$ cat config.mk
export PLATFORM = sky130hd
export DESIGN_NAME = imem_loader
export DESIGN_NICKNAME = d
export VERILOG_FILES = /design/src/rtl/imem_loader.sv
export SDC_FILE = /design/constraint.sdc
export NUM_CORES = 1
export LEC_CHECK = 0
export BUFFER_PORTS_ARGS = -buffer_cell sky130_fd_sc_hd__buf_2
export CAP_MARGIN = 20
export CORE_MARGIN = 2
export CORE_UTILIZATION = 50
export DETAILED_ROUTE_END_ITERATION = 8
export PLACE_DENSITY_LB_ADDON = 0.25
export RECOVER_POWER = 25
export SYNTH_ARGS = -nofsm -noshare
export SYNTH_HDL_FRONTEND = slang
export SYNTH_SLANG_ARGS = --single-unit
$ cat constraint.sdc
create_clock -name clk -period 3.9 [get_ports clk]
set_input_delay 0.195 -clock clk [delete_from_list [all_inputs] [get_ports clk]]
set_output_delay 0.195 -clock clk [all_outputs]
set_load 0.005 [all_outputs]
$ cat src/rtl/imem_loader.sv
// Byte-serial instruction-memory writer: takes 32-bit words over valid/ready and
// writes them little-endian, one byte per cycle, into the byte-addressed store.
module imem_loader #(
    parameter int MEM_BYTES = 128
) (
    input  logic        clk,
    input  logic        rst,
    input  logic        start,
    input  logic [31:0] base_addr,
    input  logic [7:0]  word_count,
    input  logic [31:0] in_data,
    input  logic        in_valid,
    output logic        in_ready,
    output logic        mem_we,
    output logic [31:0] mem_addr,
    output logic [7:0]  mem_wdata,
    output logic        busy,
    output logic        done,
    output logic        err
);

    typedef enum logic [1:0] {IDLE, WAIT, WRITE, DONE} state_t;

    state_t      state;
    logic [31:0] word;
    logic [31:0] cur_addr;
    logic [7:0]  remaining;
    logic [1:0]  byte_idx;
    logic [33:0] req_end;
    logic        req_bad;
    logic [31:0] word_shift;

    // 34-bit end address so a huge base plus count cannot wrap into range.
    always_comb begin
        req_end    = {2'b00, base_addr} + {24'd0, word_count, 2'b00};
        req_bad    = (base_addr[1:0] != 2'b00) || (req_end > 34'(MEM_BYTES));
        word_shift = word >> {byte_idx, 3'b000};
    end

    // Outputs are registered one step ahead of the state they describe, so
    // cur_addr and byte_idx point at the next byte to put on the port and a
    // wrapped byte_idx of 0 in WRITE means all four bytes have been issued.
    always_ff @(posedge clk) begin
        if (rst) begin
            state     <= IDLE;
            word      <= '0;
            cur_addr  <= '0;
            remaining <= '0;
            byte_idx  <= '0;
            in_ready  <= 1'b0;
            mem_we    <= 1'b0;
            mem_addr  <= '0;
            mem_wdata <= '0;
            busy      <= 1'b0;
            done      <= 1'b0;
            err       <= 1'b0;
        end else begin
            done <= 1'b0;
            err  <= 1'b0;
            case (state)
                IDLE: begin
                    if (start) begin
                        if (req_bad) begin
                            err <= 1'b1;
                        end else if (word_count == 8'd0) begin
                            state <= DONE;
                            done  <= 1'b1;
                        end else begin
                            cur_addr  <= base_addr;
                            remaining <= word_count;
                            state     <= WAIT;
                            in_ready  <= 1'b1;
                            busy      <= 1'b1;
                        end
                    end
                end
                WAIT: begin
                    if (in_valid) begin
                        word      <= in_data;
                        byte_idx  <= 2'd1;
                        in_ready  <= 1'b0;
                        mem_we    <= 1'b1;
                        mem_addr  <= cur_addr;
                        mem_wdata <= in_data[7:0];
                        cur_addr  <= cur_addr + 32'd1;
                        state     <= WRITE;
                    end
                end
                WRITE: begin
                    if (byte_idx != 2'd0) begin
                        mem_addr  <= cur_addr;
                        mem_wdata <= word_shift[7:0];
                        cur_addr  <= cur_addr + 32'd1;
                        byte_idx  <= byte_idx + 2'd1;
                    end else begin
                        mem_we    <= 1'b0;
                        mem_addr  <= '0;
                        mem_wdata <= '0;
                        remaining <= remaining - 8'd1;
                        if (remaining == 8'd1) begin
                            state <= DONE;
                            done  <= 1'b1;
                            busy  <= 1'b0;
                        end else begin
                            state    <= WAIT;
                            in_ready <= 1'b1;
                        end
                    end
                end
                DONE: begin
                    state <= IDLE;
                end
                default: begin
                    state <= IDLE;
                end
            endcase
        end
    end

endmodule

Yosys cells after proc, flatten, opt, wreduce, memory -nomap -nowiden
Cells that the tools add are included.
{ "classes": {"order_cmp": 1, "eq_ne": 12, "mux": 47, "n_bitwise": 2, "n_addsub": 4, "shifts": 1, "n_reduce_logical": 18} }
{ "ops": {"columns": ["cell", "n"], "rows": [
  ["32-bit two-way mux", 7],
  ["32-bit one-hot mux with 3 select lines", 1],
  ["32-bit one-hot mux with 2 select lines", 1],
  ["8-bit two-way mux", 6],
  ["32-bit by 10-bit adder with 33-bit output", 1],
  ["33-bit by 8-bit > comparator with 1-bit output (second input constant)", 1],
  ["32-bit by 1-bit adder with 32-bit output (second input constant)", 1],
  ["8-bit one-hot mux with 2 select lines", 2],
  ["32-bit by 5-bit right shift with 8-bit output", 1],
  ["1-bit two-way mux", 16],
  ["2-bit two-way mux", 8],
  ["2-bit inequality test (second input constant)", 8],
  ["6-bit AND reduction", 2],
  ["8-bit by 1-bit equality test with 1-bit output (second input constant)", 1],
  ["8-bit logical NOT", 1],
  ["2-bit one-hot mux with 4 select lines", 1],
  ["2-bit nonzero test", 4],
  ["8-bit by 1-bit subtractor with 8-bit output (second input constant)", 1],
  ["7-bit AND reduction", 1],
  ["1-bit one-hot mux with 2 select lines", 3],
  ["3-bit AND reduction", 2],
  ["5-bit AND reduction", 1],
  ["2-bit equality test (second input constant)", 2],
  ["2-bit one-hot mux with 2 select lines", 1],
  ["10 further kinds", 12]
]} }
{ "word_totals": {"in_bits": 76, "elab_cells": 97, "register_bits": 121, "out_inout_bits": 45} }

Longest topological paths before layout
{ "depth": {"depth_word": 6, "depth_mapped": 12, "ltp_nobuf": 11} }

Worst setup path after synthesis
OpenSTA, ideal clock, no wires.
{ "synth_timing": {"path_kind": "input -> register", "startpoint": "input base_addr[2]", "endpoint": "register cur_addr[16]", "setup_ps": 139, "setup_slack_ps": 665, "n_path_buf": 1, "cell_stages": 12, "arrival_time_ps": 3097, "required_ps": 3761, "path_cell_list": "ha_1 fa_1 a21oi_1 o221ai_2 a32oi_4 mux2i_1 a311oi_2 nand4b_4 o41ai_4 and2_2 buf_4 a211oi_1"} }
{ "synth_between": {"elab_chain_cells": 5} }
{ "synth_lines": {"columns": ["item", "line_no", "rtl"], "rows": [
  ["start: declaration", "9", "input logic [31:0] base_addr,"],
  ["32-bit by 10-bit adder with 33-bit output", "35", "req_end = {2'b00, base_addr} + {24'd0, word_count, 2'b00};"],
  ["33-bit by 8-bit > comparator with 1-bit output", "36", "req_bad = (base_addr[1:0] != 2'b00) || (req_end > 34'(MEM_BYTES));"],
  ["1-bit logical OR", "36", null],
  ["2-bit inequality test (no line)", null, null],
  ["6-bit AND reduction (no line)", null, null],
  ["end signal: assignment", "69", "cur_addr <= base_addr;"],
  ["end signal: assignment", "85", "cur_addr <= cur_addr + 32'd1;"],
  ["end signal: assignment", "93", "cur_addr <= cur_addr + 32'd1;"],
  ["end: declaration", "26", "logic [31:0] cur_addr;"]
]} }
No other way between the ends.
A chain may end at the register's enable or synchronous reset.

Worst setup path after layout
{ "layout_timing": {"startpoint": "input base_addr[2]", "endpoint": "register cur_addr[11]"} }
Same word-level chain as after synthesis.

==> impl_metrics.env <==
export IMPL_final_cell_area_sq_um=8443
export IMPL_clkSlewWorstSetupHoldPaths_ps=60
export IMPL_grt_use_total_pct=27.97
export IMPL_htree_levels=4
export IMPL_fin_worst_skew_ps=7.849
export IMPL_cts_hold_buffers_added=7
export IMPL_relSlewSlack_pct=36.51
export IMPL_vias=7453
export IMPL_ys_seq_area_share_pct=33.94
export IMPL_num_antenna_cells=0
export IMPL_firstDrtPassIters=5
export IMPL_hold_viol_final=0
export IMPL_critPathMaxFanout=16
export IMPL_dp_cells=1182
export IMPL_post_drt_via_cell_ratio=6.099
export IMPL_tritoncts="yes"
export IMPL_powerDensity_nw_per_um2=557.2
export IMPL_cts_setup_buffers=0
export IMPL_synth_fp_nets=1024
export IMPL_dp_hpwl_um=14630
export IMPL_clockRootBuffer="clkbuf_16"
export IMPL_status="finished, final reports clean"
export IMPL_ys_warn_count=0
export IMPL_insertion_delay_ps=420
export IMPL_die_area_sq_um=15250
export IMPL_synth_top_area_share_pct=33.94
export IMPL_max_freq_mhz=300.8
export IMPL_crit_path_end_kind="flip-flop"
export IMPL_synth_top_cells_by_count="nand2_1 (192), dfxtp_1 (121), a21oi_1 (95)"
export IMPL_die_w_um=123.5
export IMPL_synth_adder_area_share_pct=3.260
export IMPL_gp_congestion=0.9371
export IMPL_grt_pass1_vias=6785
export IMPL_synth_compound_area_share_pct=25.29
export IMPL_start_util_pct=51.23
export IMPL_grt_overflow=0
export IMPL_cts_sinks=121
export IMPL_synth_area_sq_um=7138
export IMPL_synth_largest_area_cell="dfxtp_1"
export IMPL_finalSetupViolations=0
export IMPL_period_needed_ps=3324
export IMPL_ant_nets=0
export IMPL_drt_first_iter_violations=762
export IMPL_coreArea_sq_um=13930
export IMPL_rows=43
export IMPL_cts_resized=0
export IMPL_tns_ps=0
export IMPL_async_reset_ff_share_pct=0
export IMPL_maxCapViolations=0
export IMPL_arrival_ps=3640
export IMPL_area_growth_pct=18.28
export IMPL_synth_area_leaders="dfxtp_1 (34%), nand2_1 (10%), a21oi_1 (6.7%)"
export IMPL_wire_per_inst_um=17.32
export IMPL_synth_top_family_by_area="simple AND/OR/NAND/NOR gates"
export IMPL_path_class="primary input to flip-flop"
export IMPL_drive_gt1_share_pct=16.51
export IMPL_nets=1123
export IMPL_drc=0
export IMPL_yosys_area_share_simple_pct=27.34
export IMPL_drt_total_wl_um=21160
export IMPL_antenna_found_initial=0
export IMPL_synth_edf_count=0
export IMPL_total_power_mw=4.705
export IMPL_synth_most_common_cell="nand2_1"
export IMPL_worstPathRequired_ps=4210
export IMPL_grt_pass1_wl_um=33450
export IMPL_drv_slew=0
export IMPL_synthXorXnorAreaFrac_pct=1.227
export IMPL_tightest_slew_ps=946.5
export IMPL_start_kind="primary input"
export IMPL_dpl_cell_area_sq_um=7816
export IMPL_avgSynthCellArea_sq_um=7.675
export IMPL_instances_no_fill=1222
export IMPL_ys_ff_latch=121
export IMPL_port_buffers=120
export IMPL_synth_mux_area_share_pct=3.243
export IMPL_cts_buffers=17
export IMPL_grt_max_degree=69
export IMPL_fin_crit_sh_pct=85.24
export IMPL_synthDistinctLibCells=78
export IMPL_synth_flop_cell="dfxtp_1"
export IMPL_final_util_pct=60.59
export IMPL_leakagePower_nw=3.109
export IMPL_io_pins=121
export IMPL_syn_inst=930
export IMPL_hold_path_class="primary input to flip-flop"
export IMPL_ir_drop_v=0.0003940
export IMPL_rsz0062_at_grt="false"
export IMPL_die_height_um=123.5
export IMPL_max_clock_path_buffers=2
-- path summary, 6_finish.rpt --
path | start | endpoint | slack (ps) | cells past startpoint
setup reg to reg | cur_addr[0]$_SDFFE_PP0P_ | cur_addr[30]$_SDFFE_PP0P_ | 760 | 11
setup / recovery | base_addr[2] | cur_addr[11]$_SDFFE_PP0P_ | 580 | 13
hold / removal | in_data[21] | word[21]$_SDFFE_PP0P_ | 10 | 3
hold reg to reg | mem_addr[28]$_SDFFE_PP0P_ | mem_addr[28]$_SDFFE_PP0P_ | 450 | 2
-- through the flow --
step	hold WS, ps	worst slack [ps]
final	11.93	575.7
after global routing	7.456	431.7
after CTS	0.002470	626.6
after detailed placement	439.6	210.6
after global placement	435.7	361.6
after floorplan	331.0	664.8
-- cell type report --
cell class,instances,area (sq um)
sequential,121,2422
inverter,29,108.9
tap,180,225.2
clock buffer,18,429.2
clock inverter,14,161.4
timing repair buffer,146,774.5
multi-input combinational,714,4322
fill,1324,5492
-- cell usage in the layout (no fill, tap or decap), types with 19 or more instances in the layout --
cell type | synthesis | final
nor3_1 | 33 | 32
buf_4 | 2 | 19
o21ai_0 | 33 | 33
nand3_1 | 51 | 51
nor2_1 | 46 | 46
clkbuf_1 | 49 | 36
nand2_1 | 192 | 192
buf_2 | 4 | 84
dfxtp_1 | 121 | 121
a21oi_1 | 95 | 94
inv_1 | 26 | 26
-- metal layers --
metal / global-route usage, % / routed length, um / vias to the layer above
met5: 0 / 0 / -
met4: 12.07 / 737 / 0
met3: 5.950 / 1369 / 54
met2: 46.43 / 10100 / 313
met1: 34.96 / 8955 / 3474
li1: - / - / 3612
-- logic make-up after synthesis --
kind of cell	Yosys count
XOR/XNOR	10
multiplexers	13
buffers and inverters	95
adder cells (fa/ha/maj)	18
flip-flops	121
AO/OA/AOI/OAI	265
AND/OR/NAND/NOR	408
-- flip-flops by register name, indices dropped and copies added, names as in the netlist, 2 cells and up --
register and count:
word 32, mem_wdata 8, cur_addr 32, byte_idx 2, mem_addr 32, state 2
remaining 8
-- power by group --
group | switching (mW) | internal, mW
clock network | 0.621 | 0.957
registers | 0.194 | 1.43
logic | 0.975 | 0.533
-- critical path, cell delays in order --
cell and delay [ps]:
buf_2 110, ha_1 240, fa_1 430, a21oi_1 230, o221ai_2 250, a32oi_4 320
mux2i_1 130, a311oi_2 370, nand4b_4 180, o41ai_4 480, buf_4 230, nand2_4 140
o32ai_1 320
Note: power is estimated with default switching activity, not from simulation.
